## src/rtl/bydin_pkg.sv

```systemverilog
// Shared definitions for the bydin read sequencer: FSM state encoding and default sizing.
package bydin_pkg;

  typedef enum logic [1:0] {
    IDLE     = 2'd0,
    WAIT_INT = 2'd1,
    READ     = 2'd2,
    DRAIN    = 2'd3
  } state_t;

  localparam logic [16:0] FRAME_LEN_DEF  = 17'd64512;
  localparam logic [2:0]  RD_LAT_DEF     = 3'd4;
  localparam logic [6:0]  FIFO_DEPTH_DEF = 7'd32;

endpackage

```

## src/rtl/bydin_credit.sv

```systemverilog
// Tracks reads in flight between the memory and the FIFO and decides whether one more
// read may be issued without the downstream FIFO overflowing.
module bydin_credit
  import bydin_pkg::*;
#(
  parameter logic [6:0] FIFO_DEPTH = FIFO_DEPTH_DEF
) (
  input  logic       clk,
  input  logic       reset_n,
  input  logic       clr,
  input  logic       issue,
  input  logic       retire,
  input  logic [5:0] fifo_level,
  output logic [3:0] inflight,
  output logic       can_issue
);

  logic [6:0] credit_sum;

  // A retire with nothing in flight is a stray return; the count floors at zero.
  function automatic logic [3:0] next_inflight(input logic [3:0] cur, input logic inc,
                                               input logic dec);
    if (inc && !dec) return cur + 4'd1;
    if (dec && !inc) return (cur == 4'd0) ? 4'd0 : cur - 4'd1;
    return cur;
  endfunction

  always_ff @(posedge clk or negedge reset_n) begin
    if (!reset_n)  inflight <= 4'd0;
    else if (clr)  inflight <= 4'd0;
    else           inflight <= next_inflight(inflight, issue, retire);
  end

  // The read issued this cycle is not yet in inflight, so it is charged explicitly.
  assign credit_sum = {1'b0, fifo_level} + {3'b000, inflight} + {6'b000000, issue};
  assign can_issue  = credit_sum < FIFO_DEPTH;

endmodule

```

## src/rtl/bydin_rd_ctrl.sv

```systemverilog
// Frame read sequencer: arms on the frame interrupt and streams FRAME_LEN bytes to the FIFO
// under credit flow control. Optional XOR frame checksum enabled by macro BYDIN_SUM_EN.
module bydin_rd_ctrl
  import bydin_pkg::*;
#(
  parameter logic [16:0] FRAME_LEN  = FRAME_LEN_DEF,
  parameter logic [2:0]  RD_LAT     = RD_LAT_DEF,
  parameter logic [6:0]  FIFO_DEPTH = FIFO_DEPTH_DEF
) (
  input  logic       clk,
  input  logic       reset_n,
  input  logic       ctrl_en,
  input  logic       bydin_int,
  output logic       mem_rd_ena,
  input  logic       mem_ena_out,
  input  logic [7:0] mem_data_out,
  input  logic [5:0] fifo_level,
  output logic       fifo_wr,
  output logic [7:0] fifo_wdata,
  output logic       frame_busy,
  output logic       frame_done,
  output logic       ovr_err,
  input  logic       err_clr,
  output logic [7:0] frame_sum
);

  state_t      state;
  logic        int_d1;
  logic        int_edge;
  logic        start;
  logic        aborted;
  logic [16:0] issued_cnt;
  logic [17:0] issued_next;
  logic        last_issue;
  logic        issue_ok;
  logic        drain_done;
  logic [3:0]  inflight;
  logic        can_issue;

  assign int_edge   = bydin_int & ~int_d1;
  assign start      = (state == WAIT_INT) && ctrl_en && int_edge;
  assign frame_busy = (state == READ) || (state == DRAIN);

  // mem_rd_ena is registered, so the request already on the wire counts toward the frame.
  assign issued_next = {1'b0, issued_cnt} + {17'd0, mem_rd_ena};
  assign last_issue  = mem_rd_ena && (issued_cnt == FRAME_LEN - 17'd1);
  assign issue_ok    = (state == READ) && ctrl_en && can_issue &&
                       (issued_next < {1'b0, FRAME_LEN});
  assign drain_done  = (inflight == 4'd0) && !mem_rd_ena && !mem_ena_out && !fifo_wr;

  bydin_credit #(
    .FIFO_DEPTH (FIFO_DEPTH)
  ) u_credit (
    .clk        (clk),
    .reset_n    (reset_n),
    .clr        (start),
    .issue      (mem_rd_ena),
    .retire     (fifo_wr),
    .fifo_level (fifo_level),
    .inflight   (inflight),
    .can_issue  (can_issue)
  );

  always_ff @(posedge clk or negedge reset_n) begin
    if (!reset_n) begin
      state      <= IDLE;
      int_d1     <= 1'b0;
      aborted    <= 1'b0;
      issued_cnt <= 17'd0;
      mem_rd_ena <= 1'b0;
      fifo_wr    <= 1'b0;
      fifo_wdata <= 8'h00;
      frame_done <= 1'b0;
      ovr_err    <= 1'b0;
    end else begin
      int_d1     <= bydin_int;
      mem_rd_ena <= issue_ok;
      fifo_wr    <= mem_ena_out;
      fifo_wdata <= mem_data_out;
      frame_done <= 1'b0;

      // A new frame edge while busy is only flagged; setting beats a simultaneous clear.
      if (int_edge && frame_busy) ovr_err <= 1'b1;
      else if (err_clr)           ovr_err <= 1'b0;

      if (mem_rd_ena) issued_cnt <= issued_cnt + 17'd1;

      case (state)
        IDLE: begin
          if (ctrl_en) state <= WAIT_INT;
        end
        WAIT_INT: begin
          if (start) begin
            state      <= READ;
            issued_cnt <= 17'd0;
            aborted    <= 1'b0;
          end else if (!ctrl_en) begin
            state <= IDLE;
          end
        end
        READ: begin
          if (!ctrl_en) begin
            state   <= DRAIN;
            aborted <= 1'b1;
          end else if (last_issue) begin
            state <= DRAIN;
          end
        end
        DRAIN: begin
          if (drain_done) begin
            frame_done <= !aborted;
            state      <= ctrl_en ? WAIT_INT : IDLE;
          end
        end
        default: state <= IDLE;
      endcase
    end
  end

`ifdef BYDIN_SUM_EN
  logic [7:0] sum_acc;

  // Accumulation is confined to the frame so the result holds after frame_done.
  always_ff @(posedge clk or negedge reset_n) begin
    if (!reset_n)                       sum_acc <= 8'h00;
    else if (start)                     sum_acc <= 8'h00;
    else if (mem_ena_out && frame_busy) sum_acc <= sum_acc ^ mem_data_out;
  end

  assign frame_sum = sum_acc;
`else
  assign frame_sum = 8'h00;
`endif

  a_stray_return: assert property (@(posedge clk) disable iff (!reset_n)
    mem_ena_out |-> ((inflight != 4'd0) && frame_busy))
    else $warning("bydin_rd_ctrl: read data returned with no read in flight");

  a_inflight_max: assert property (@(posedge clk) disable iff (!reset_n)
    inflight <= ({1'b0, RD_LAT} + 4'd1))
    else $error("bydin_rd_ctrl: inflight exceeds read latency bound");

endmodule

```

## config.mk

```make
export PLATFORM = sky130hd
export DESIGN_NAME = bydin_rd_ctrl
export DESIGN_NICKNAME = d
export VERILOG_FILES = /design/src/rtl/bydin_pkg.sv /design/src/rtl/bydin_credit.sv /design/src/rtl/bydin_rd_ctrl.sv
export SDC_FILE = /design/constraint.sdc
export NUM_CORES = 1
export LEC_CHECK = 0
export CAP_MARGIN = 20
export CORE_MARGIN = 3
export CORE_UTILIZATION = 52
export CTS_BUF_LIST = sky130_fd_sc_hd__clkbuf_16
export CTS_CLUSTER_SIZE = 10
export DETAILED_ROUTE_END_ITERATION = 7
export GPL_TIMING_DRIVEN = 0
export PLACE_DENSITY = 0.89
export SLEW_MARGIN = 10
export SYNTH_ARGS = -nofsm -noshare
export SYNTH_HDL_FRONTEND = slang
export SYNTH_SLANG_ARGS = --single-unit
```

## constraint.sdc

```tcl
create_clock -name clk -period 2.8 [get_ports clk]
set_clock_uncertainty 0.1 [all_clocks]
set_input_delay 0.56 -clock clk [delete_from_list [all_inputs] [get_ports clk]]
set_output_delay 0.56 -clock clk [all_outputs]
set_load 0.01 [all_outputs]
```

Yosys cells after proc, flatten, opt, wreduce, memory -nomap -nowiden
Index checks and enable logic that the tools add are counted.

Word-level logic and storage cells: 83. Flip-flop bits (word level): 37. Output and inout bits: 21. Bits of input ports: 20.

Add/sub/neg operators: 6. Mux-type cells: 29. Equal/unequal tests: 10. Bitwise logic cells: 2. Magnitude comparators: 2. Reductions and logical operators: 24.

Operator list (number): two-way mux 17 bit (3); two-way mux 4 bit (6); adder 17 x 1 -> 18 bit (1); less-than comparator 18 x 16 -> 1 bit, second input constant (1); adder 17 x 1 -> 17 bit, second input constant (1); == test 17 x 16 -> 1 bit, second input constant (1); logical AND 1 bit (12); two-way mux 1 bit (12); two-way mux 2 bit (6); != test 2 bit, second input constant (4); case mux 2 bit (4 select lines) (1); adder 6 x 4 -> 7 bit (1); adder 7 x 1 -> 7 bit (1); less-than comparator 7 x 6 -> 1 bit, second input constant (1); != test 3 bit, second input constant (2); adder 4 x 1 -> 4 bit, second input constant (1); == test 2 bit, second input constant (2); zero test 1 bit (4); zero test 4 bit (1); AND reduction 4 bit (1); nonzero test 2 bit (2); subtractor 4 x 1 -> 4 bit, second input constant (1); AND reduction 3 bit (1); nonzero test 3 bit (1); 6 further kinds (6).

Longest topological paths before layout
Depth after elaboration: 9. Mapped depth: 6.

By module
A second synthesis with hierarchy kept.

Cell total of the unflattened synthesis: 187. Area, all modules: 1926.8 um^2.

By module, submodules not included: bydin_rd_ctrl (sequential area each 825.8 um^2, area an instance 1480.2 um^2, cells an instance 138, times used 1); bydin_credit (sequential area each 100.1 um^2, area an instance 446.7 um^2, cells an instance 49, times used 1).

Worst setup path after synthesis
Ideal clock, no wire load.

Path type: register -> register. Start point: register issued_cnt[1]. End point: register issued_cnt[12]. Setup time: 0.078 ns. Arrival: 1.457 ns. Stages on the path, launching flop included: 6. Data required time: 2.622 ns. Path buffers: 0. Period minus slack after synthesis: 1.635 ns. Path slack: 1.165 ns. Cell sequence: dfrtp_1 -> ha_1 -> and3_1 -> nand4_4 -> or4_1 -> a21oi_1.

Cells in the longest elaborated chain, start to end: 4.

RTL lines: from (decl) (RTL line bydin_rd_ctrl.sv:32) `logic [16:0] issued_cnt;`; from (signal assigned) (RTL line bydin_rd_ctrl.sv:86) `if (mem_rd_ena) issued_cnt <= issued_cnt + 17'd1;`; adder 17 x 1 -> 17 bit * (RTL line bydin_rd_ctrl.sv:86); two-way mux 17 bit * (RTL line bydin_rd_ctrl.sv:86); two-way mux 17 bit (RTL line bydin_rd_ctrl.sv:93) `if (start) begin`; two-way mux 17 bit * (RTL line bydin_rd_ctrl.sv:88) `case (state)`.

Every way passes the cells marked *; elsewhere a longest branch is shown, timed or not. A chain may end at the register's enable or synchronous reset.

Worst setup path after layout
Start point: input bydin_int. End point: register u_credit.inflight[0].

Cells in the longest elaborated chain, start to end: 3. Elaborated cells between the ends (all ways): 4. Classes of those cells: mux: 1; bitwise: 1; reduce/logical: 2.

RTL lines: from (decl) (RTL line bydin_rd_ctrl.sv:13) `input logic bydin_int,`; bitwise AND 1 bit * (RTL line bydin_rd_ctrl.sv:40) `assign int_edge = bydin_int & ~int_d1;`; logical AND 1 bit * (RTL line bydin_rd_ctrl.sv:41) `assign start = (state == WAIT_INT) && ctrl_en && int_edge;`; nonzero test 3 bit (no line) / two-way mux 4 bit (equally long branches); to (signal assigned) (RTL line bydin_credit.sv:31) `else inflight <= next_inflight(inflight, issue, retire);`; to (decl) (RTL line bydin_credit.sv:14) `output logic [3:0] inflight,`.

Marks and branches as above.

==> results by group <==
Worst setup path
  – CP Data Required Time: 2.83 ns
  – CP endpoint kind: flop
  – Cell count of the worst reg-to-reg path: 6
  – Startpoint class of the critical path: input pin
  – CP max FO: 10
  – Arr. time, crit path: 2.15 ns
  – Crit path kind: input pin to flop

Pwr
  – Sw frac: 34.9%
  – P_leak: 0.00110 uW
  – Int Power: 1320 uW
  – Register share of total power: 44.8%
  – Maximum vdd ir drop: 0.497 mV
  – Clock power share: 27.3%
  – Combinational power share: 27.8%
  – PD cells: 830 nW/um2
  – P_sw: 708 uW

CTS
  – CTS Sinks: 37
  – CTS tree: done
  – Number of buffers created by CTS: 5
  – Reg clk slew, reported paths: 0.06 ns
  – H-tree depth: 2
  – Post_cts resized: 0
  – Max Buffers Root-to-Sink: 2
  – Postcts setup bufs: 0
  – Cts hold-fix bufs: 0
  – Clk_lat worst skew: 0.28 ns
  – CTS Root Cell: clkbuf_16

Global route
  – Grt total ovfl: 0
  – Initial antenna violation count: 0
  – First-pass GRT wire length: 6330 um
  – Vias in the first global route: 1,390
  – GRT Overall Usage: 19.3%
  – Largest net degree at the start of global routing: 38

Final layout
  – Layout cells sized above 1: 9.79%
  – Non-Filler Instances: 281
  – Fillers: 260
  – Most common cell after layout, fill and taps aside: dfrtp_1
  – Most frequent cells in the layout: dfrtp_1, clkdlybuf4s50_1, nor2_1
  – Area grow syn2layout: 28.7%
  – Nets: 263
  – # diodes: 0

Floorplanning
  – FP Rows: 21
  – Boundary Pins: 41
  – Die height: 66.5 um
  – Core Footprint: 3440 um2
  – Die X: 66.5 um
  – Die area: 4420 um2
  – Initial Utilization: 55.3%

Placement
  – Placed Instances: 273
  – Hpwl dp: 2670 um
  – Buffers on Ports: 32
  – RD Place Congestion: 0.804

STA
  – Final min period: 2.12 ns
  – Final hold vios: 0
  – Slew headroom: 47.6%
  – Crit share post-route: 75.6%
  – RSZ-0062 raised after global routing: no
  – Fmax: 0.472 GHz
  – Final Max Tran Viols: 0
  – Setup TNS: 0 ns
  – Setup violators final: 0
  – Measured slew at the worst slew-check pin: 0.785 ns

Synthesis
  – Post-synthesis sequential area ratio: 48.7%
  – Ys async rst share: 100%
  – Top_reg_cell synth: dfrtp_1
  – Synth warnings: 0
  – Netlist Area Pre-Place: 1900 um2
  – Unique masters post-synth: 42
  – Syn Area/Cell: 10.1 um2
  – Cells after Synth: 188
  – Synth Register Bits: 37
  – Number of synthesized flops with an enable pin: 0

Route
  – Post-Route M1 WL: 1730 um
  – DR WL met2: 1730 um
  – Drt pass-1 iters: 4
  – DR top layer: met4
  – DRC viols: 0
  – Drt wl/cell: 13.2 um
  – Via density: 5.31
  – 1st-iter DRT viols: 107
  – DR vias: 1,492
  – Antenna-violating nets left: 0
  – Met3 WL: 164 um
  – DRT Wirelength: 3700 um

Min path
  – Worst Hold Class: input pin to asynchronous set/reset pin

Flow run
  – Max Cap Violations: 0

Run status
  – Run status: completed
power by group through the flow:
stage / Clock, uW / Sequential [uW] / Combinational, uW
after floorplan: 0 / 866 / 415
after global placement: 0 / 904 / 541
after detailed placement: 0 / 909 / 568
after CTS: 566 / 906 / 573
after global routing: 586 / 945 / 654
final: 555 / 911 / 565
flip-flops by register name, summed over array words and instances, names as in the netlist, named ones only:
signal	count
state	1
issued_cnt	17
fifo_wr	1
mem_rd_ena	1
int_d1	1
u_credit.inflight	4
ovr_err	1
frame_done	1
fifo_wdata	8
aborted	1
layer usage:
| metal | vias up | GRT usage, % |
|---|---|---|
| met5 | - | 0 |
| met4 | 0 | 9.90 |
| met3 | 11 | 5.23 |
| met2 | 38 | 29.5 |
| met1 | 700 | 25.1 |
| li1 | 743 | - |
worst max-delay path, stage by stage:
cell             delay [ns]
clkdlybuf4s50_1        0.47
nor2b_1                0.21
nand3_1                0.12
nor2_1                 0.25
clkbuf_1               0.43
a211oi_1               0.11
cells in the mapped netlist (4+ instances only):
cell	instances	area, um2
a21oi_1	9	45.0
and3_1	4	25.0
nand3_1	5	25.0
nor2_1	18	67.6
o21ai_0	7	35.0
clkbuf_1	4	15.0
inv_1	6	22.5
ha_1	9	113
nand4_1	6	37.5
xor2_1	8	70.1
a211oi_1	7	52.6
nand2_1	13	48.8
or3_1	4	25.0
buf_4	8	60.1
dfrtp_1	37	926
nor2b_1	4	25.0
per-stage QoR:
stage	total power, uW	setup WS (ns)	hold WS (ns)	instance area (um2)	util, %
floorplan	1280	1.17	0.164	1930	-
global placement	1440	0.268	0.344	2310	67.0
detailed placement	1480	0.400	0.348	2300	66.9
CTS	2040	0.684	0.291	2450	71.1
global route	2190	0.505	0.331	2450	71.1
finish	2030	0.682	0.258	2450	71.1
path summary, 6_finish.rpt:
check | end | start | slack, ns
max in group asynchronous | int_d1 | reset_n | 1.85
min | issued_cnt[2] | reset_n | 0.26
min reg2reg | frame_done | aborted | 0.35
max | u_credit.inflight[0] | bydin_int | 0.68
min in group clk | frame_done | aborted | 0.35
max reg2reg | u_credit.inflight[0] | u_credit.inflight[0] | 0.85
final cells by class:
class / instances / area [um2] / area share (%)
Clock buffer: 5 / 125 / 5.11
Timing Repair Buffer: 32 / 315 / 12.9
Sequential cell: 37 / 926 / 37.8
Buffer: 16 / 100 / 4.09
Inverter: 6 / 22.5 / 0.920
Clock inverter: 3 / 21.3 / 0.869
Tap cell: 46 / 57.6 / 2.35
Multi-Input combinational cell: 136 / 881 / 36.0
cell families (layout without fill, tap and decap cells):
family / count (synthesis) / in the layout / share of synthesized area (%)
other: 1 / 8 / 0.197
buffers and inverters: 22 / 62 / 6.44
XOR/XNOR: 11 / 11 / 5.06
AO/OA/AOI/OAI: 34 / 34 / 11.5
flip-flops: 37 / 37 / 48.7
AND/OR/NAND/NOR: 72 / 72 / 21.2
adder cells (fa/ha/maj): 9 / 9 / 5.92
multiplexers: 2 / 2 / 1.05
No activity file was read; power rests on OpenSTA's default activity.
